File: config.mk
export PLATFORM = sky130hd
export DESIGN_NAME = fetch_unit
export DESIGN_NICKNAME = d
export VERILOG_FILES = /design/src/rtl/fetch_unit_pkg.sv /design/src/rtl/fetch_unit.sv
export SDC_FILE = /design/constraint.sdc
export NUM_CORES = 1
export LEC_CHECK = 0
export BUFFER_PORTS_ARGS = -buffer_cell sky130_fd_sc_hd__buf_2
export CAP_MARGIN = 20
export CORE_MARGIN = 10
export CORE_UTILIZATION = 45
export DETAILED_ROUTE_END_ITERATION = 10
export PLACE_DENSITY = 0.78
export SYNTH_ARGS = -nofsm -noshare
export SYNTH_HDL_FRONTEND = slang
export SYNTH_SLANG_ARGS = --single-unit
export TNS_END_PERCENT = 5
File: constraint.sdc
create_clock -name clk -period 3.76 [get_ports clk]
set_clock_uncertainty 0.1 [all_clocks]
set_input_delay 0.376 -clock clk [delete_from_list [all_inputs] [get_ports clk]]
set_output_delay 0.376 -clock clk [all_outputs]
set_load 0.01 [all_outputs]
File: src/rtl/fetch_unit_pkg.sv
`default_nettype none
// ============================================================================
// Module   : fetch_unit_pkg
// Purpose  : Shared pipeline constants, fetch FSM state encoding and helpers.
// Revision : 1.0 - initial release
// ============================================================================
package fetch_unit_pkg;

    // Bubble instruction presented whenever fetch has nothing valid to offer.
    localparam logic [31:0] c_NOP_INST = 32'h0000_0004;

    // Default first fetch address after reset.
    localparam logic [31:0] c_RESET_PC = 32'h0000_0000;

    // Fetch FSM state encoding.
    typedef logic [1:0] fetch_state_t;
    localparam fetch_state_t c_ST_WAIT    = 2'd0;  // request outstanding
    localparam fetch_state_t c_ST_HOLD    = 2'd1;  // instruction buffered, decode stalled
    localparam fetch_state_t c_ST_DISCARD = 2'd2;  // stale response pending after redirect

    // Redirect targets are word aligned; the low two bits are ignored.
    function automatic logic [31:0] align_target(input logic [31:0] addr);
        return addr & 32'hFFFF_FFFC;
    endfunction

endpackage : fetch_unit_pkg
`default_nettype wire

File: src/rtl/fetch_unit.sv
`default_nettype none
// ============================================================================
// Module   : fetch_unit
// Purpose  : Instruction fetch stage. Owns the PC, issues one instruction
//            memory request at a time, buffers a returned instruction while
//            decode is stalled and squashes stale responses after redirects.
// Revision : 1.0 - initial release
// ============================================================================
module fetch_unit
    import fetch_unit_pkg::*;
#(
    parameter logic [31:0] RESET_PC = c_RESET_PC,
    parameter logic [31:0] NOP_INST = c_NOP_INST
) (
    input  logic        clk,
    input  logic        rst,
    input  logic        stall,
    input  logic        jb,
    input  logic [31:0] jb_target,
    output logic        imem_req,
    output logic [31:0] imem_addr,
    input  logic        imem_rvalid,
    input  logic [31:0] imem_rdata,
    output logic [31:0] pc_f,
    output logic [31:0] inst_f,
    output logic        cache_stall
);

    fetch_state_t r_state;
    logic [31:0]  r_pc;
    logic [31:0]  r_hold_pc;
    logic [31:0]  r_hold_inst;

    fetch_state_t w_state_nxt;
    logic [31:0]  w_pc_nxt;
    logic [31:0]  w_hold_pc_nxt;
    logic [31:0]  w_hold_inst_nxt;
    logic [31:0]  w_jb_target;

    assign w_jb_target = align_target(jb_target);

    // The request address is always the architectural PC register.
    assign imem_addr = r_pc;

    // State, PC and hold buffer registers.
    always_ff @(posedge clk or posedge rst) begin
        if (rst) begin
            r_state     <= c_ST_WAIT;
            r_pc        <= RESET_PC;
            r_hold_pc   <= 32'd0;
            r_hold_inst <= NOP_INST;
        end else begin
            r_state     <= w_state_nxt;
            r_pc        <= w_pc_nxt;
            r_hold_pc   <= w_hold_pc_nxt;
            r_hold_inst <= w_hold_inst_nxt;
        end
    end

    // Next-state logic and fetch outputs; a redirect outranks stall and response.
    always_comb begin
        w_state_nxt     = r_state;
        w_pc_nxt        = r_pc;
        w_hold_pc_nxt   = r_hold_pc;
        w_hold_inst_nxt = r_hold_inst;
        imem_req        = 1'b0;
        pc_f            = r_pc;
        inst_f          = NOP_INST;
        cache_stall     = 1'b1;

        case (r_state)
            c_ST_WAIT: begin
                imem_req = 1'b1;
                if (jb) begin
                    // A response arriving now is simply dropped; otherwise the
                    // outstanding one must be swallowed later in DISCARD.
                    w_pc_nxt    = w_jb_target;
                    w_state_nxt = imem_rvalid ? c_ST_WAIT : c_ST_DISCARD;
                end else if (imem_rvalid) begin
                    inst_f      = imem_rdata;
                    cache_stall = 1'b0;
                    if (stall) begin
                        w_hold_pc_nxt   = r_pc;
                        w_hold_inst_nxt = imem_rdata;
                        w_state_nxt     = c_ST_HOLD;
                    end else begin
                        w_pc_nxt = r_pc + 32'd4;
                    end
                end
            end

            c_ST_HOLD: begin
                pc_f = r_hold_pc;
                if (jb) begin
                    w_pc_nxt        = w_jb_target;
                    w_hold_pc_nxt   = 32'd0;
                    w_hold_inst_nxt = NOP_INST;
                    w_state_nxt     = c_ST_WAIT;
                end else begin
                    inst_f      = r_hold_inst;
                    cache_stall = 1'b0;
                    if (!stall) begin
                        w_pc_nxt    = r_hold_pc + 32'd4;
                        w_state_nxt = c_ST_WAIT;
                    end
                end
            end

            c_ST_DISCARD: begin
                imem_req = 1'b1;
                if (jb) begin
                    w_pc_nxt = w_jb_target;
                end
                // The stale response retires the old request even if another
                // redirect lands in the same cycle, otherwise nothing would
                // ever come back to release this state.
                if (imem_rvalid) begin
                    w_state_nxt = c_ST_WAIT;
                end
            end

            default: begin
                w_state_nxt = c_ST_WAIT;
            end
        endcase

        // Reset forces quiet outputs immediately, without waiting for a clock.
        if (rst) begin
            imem_req    = 1'b0;
            cache_stall = 1'b1;
            pc_f        = RESET_PC;
            inst_f      = NOP_INST;
        end
    end

endmodule : fetch_unit
`default_nettype wire

==> metrics <==
grt total ovfl 0; Synthesis Warnings 0; share of the synthesized area in the top cell type 37.8%; r2r setup slk 830 ps; total placed instance area 7360 sq um; library cells used by synthesis 58; peak fanout along the critical path 31; Yosys reg bits 98; DP HPWL 14,300 um; syn avg cell area 8.62 sq um; final number of setup-violating endpoints 0; final RePlAce weighted congestion 0.894; fin nets 946; chip width 140 um; first-pass GRT wire length 32,800 um; Hold Path End r_hold_inst[27]$_DFFE_PP0P_; Post-DRT Antenna Nets 0; total CTS buffers 9; Sw Ratio 43.6%; # rows 43; drt drc 0; run status finished, final reports clean; syn nets 821; switching power 2.48 mW; routed len/inst 19.1 um; clk slew on worst S/H paths 70 ps; H-tree levels 3; power density over the cells 739 nW/um^2; Top Ports 167; synth top area cells dfrtp_1 38%, a22o_1 8.6%, nor2_1 6.8%; combinational group share of total power 43.7%; Seq/Total Area, Yosys 38.2%; max-cap violation count 0; r2r startpoint r_state[0]$_DFFE_PP0P_; fraction of layout cells with a size suffix above 1 24.4%; Final period util 77.9%; antenna violations before repair 2; DRT Pass-1 Iters 7; leading area contributor after synthesis dfrtp_1; RSZ-0062 raised after global routing false; reported leakage power 3.55 nW; Tightest Hold Check Type input pin to register; mapped cell area 6430 sq um; CP arrival 3090 ps; Sink Count 98; Clock Latency Late Sink 360 ps; Clk network pwr share 16.6%; Worst Tran Pin Value 1050 ps; Sum Neg Setup Slack 0 ps; Hold Path Cell Cnt 2; worst r2r path cells 7; hold path start imem_rdata[27]; ys flop type dfrtp_1; Starting Density 46.1%; aggregate routed wire length 20,200 um; post-route cell area 7690 sq um; vias per cell 6.03; port bufs 164; fraction of registers with async set/reset 100%; Area growth, synth to finish 19.6%; via count 6,374; FF-to-FF End imem_addr[27]$_DFFE_PP0P_; Post-synth EDFFs 0; die area 19,500 sq um; fin. max-slew vios 0; sequential fraction of design power 39.7%; All-Layer GR Usage 20.2%; CP startpoint kind register; fmax 341 MHz; Critical Path Sink Type register; Tmin final 2930 ps; Post-CTS Repair Setup Buffers 0; Crit Path Category register to register; core area 13,900 sq um; final hold slack 155 ps; Syn Inst Count 746; Root Buffer clkbuf_16; Pint 3.20 mW; largest net degree at the start of global routing 86; clk buf depth 2; CP required 3920 ps; die height 140 um; fill count 1,278; drt initial violations 652; worst rel slew slack 30.2%; vias in the first global route 6,320; VDD IR max 303 uV; CTS tree done; final count of hold timing violations 0
## synthesized netlist by cell type (3+ instances only)
master / n
nor2_1: 116
dfrtp_1: 97
a22o_1: 63
clkbuf_1: 51
nand2_1: 42
a21oi_1: 34
a22oi_1: 34
mux2i_1: 34
o21ai_0: 33
xor2_1: 24
nand3_1: 23
xnor2_1: 22
nand4_1: 19
inv_1: 18
and3_1: 12
nor3_1: 11
a221oi_1: 10
buf_2: 10
a31oi_1: 8
o22ai_1: 7
and4_1: 6
buf_1: 6
ha_1: 6
a211oi_1: 3
a21o_1: 3
a32oi_1: 3
nand2b_1: 3
nor2b_1: 3
o211ai_1: 3
o21ai_1: 3
o221ai_1: 3
o31ai_1: 3
## worst max-delay path: stages (launching register included)
cell and delay [ps]:
dfrtp_1 420, inv_1 100, ha_1 330, nor2b_1 180, o22ai_1 250, a21o_1 870
nand2_1 310, o221ai_1 270
## cell usage in the layout (no fill, tap or decap), types with 5 or more instances in the layout
| cell type | n |
|---|---|
| xnor2_1 | 22 |
| o22ai_1 | 7 |
| a21oi_1 | 32 |
| nand2_1 | 42 |
| a22o_1 | 63 |
| clkbuf_16 | 9 |
| buf_4 | 17 |
| nor2_1 | 115 |
| o21ai_0 | 33 |
| nor3_1 | 11 |
| mux2i_1 | 34 |
| nand4_1 | 19 |
| buf_2 | 164 |
| dfrtp_1 | 97 |
| xor2_1 | 24 |
| and3_1 | 12 |
| a22oi_1 | 34 |
| a221oi_1 | 10 |
| and4_1 | 6 |
| a31oi_1 | 8 |
| inv_1 | 17 |
| nand3_1 | 23 |
| ha_1 | 5 |
## cells by family (layout without fill, tap and decap cells)
logic type | count (synthesis) | in the layout | share of synthesized area (%)
AOI/OAI and AO/OA | 225 | 225 | 25.1
xor gates and xnor gates | 46 | 46 | 6.27
adders and majority gates | 6 | 6 | 1.17
buffers and inverters | 88 | 218 | 5.41
DFF | 98 | 98 | 38.2
muxes | 34 | 34 | 5.29
other | 0 | 1 | 0
and+or+nand+nor | 249 | 249 | 18.6
## repair_timing
item	in CTS	in global routing
endpoints found under the hold margin	13	0
hold buffers	1	0
resized for setup	0	0
## per-stage QoR
step / utilization (%) / power, mW / std cells / worst slack [ps]
after CTS: 55.0 / 5.68 / 1055 / 887
after floorplan: - / 3.83 / 746 / 232
final: 55.2 / 5.69 / 1057 / 830
after global placement: 52.8 / 4.66 / 1038 / 970
after detailed placement: 52.8 / 4.72 / 1038 / 896
after global routing: 55.2 / 6.12 / 1057 / 689
## cell type report
cell class / instances / area, sq um / area share [%]
Clock buffer: 11 / 243 / 3.16
Multi-Input combinational cell: 560 / 3660 / 47.6
Antenna cell: 1 / 2.50 / 0.0325
Tap cell: 180 / 225 / 2.93
Clock inverter: 5 / 53.8 / 0.700
Sequential cell: 98 / 2450 / 31.9
Timing Repair Buffer: 183 / 978 / 12.7
Inverter: 19 / 75.1 / 0.976
## power by group through the flow
stage               clock, mW  combinational, mW  sequential, mW
floorplan                   0               1.77            2.06
CTS                     0.960               2.50            2.23
global placement            0               2.44            2.22
global route             1.00               2.78            2.34
finish                  0.944               2.49            2.26
detailed placement          0               2.49            2.23
## state kept, by name, indices dropped and copies added, names as in the netlist
| register | flops |
|---|---|
| r_hold_inst | 32 |
| r_hold_pc | 32 |
| r_state | 2 |
| imem_addr | 32 |
## metal layers
| layer | track usage [%] | up-vias | share of wire [%] |
|---|---|---|---|
| met5 | 0 | - | 0.064 |
| met4 | 7.36 | 2 | 2.3 |
| met3 | 5.99 | 40 | 9.5 |
| met2 | 31.7 | 298 | 46 |
| met1 | 25.6 | 3049 | 42 |
| li1 | - | 2985 | - |
## worst max path at each step
stage	startpoint	endpoint	slack, ps	cells past startpoint
after floorplan	rst	inst_f[0]	230	5
after global placement	r_state[1]$_DFFE_PP0P_	imem_addr[23]$_DFFE_PP0P_	970	8
after detailed placement	r_state[1]$_DFFE_PP0P_	imem_addr[28]$_DFFE_PP0P_	900	8
after CTS	r_state[1]$_DFFE_PP0P_	pc_f[10]	890	6
after global routing	r_state[1]$_DFFE_PP0P_	imem_addr[22]$_DFFE_PP0P_	690	8
final	r_state[0]$_DFFE_PP0P_	imem_addr[27]$_DFFE_PP0P_	830	7
No activity file was read; power rests on OpenSTA's default activity.
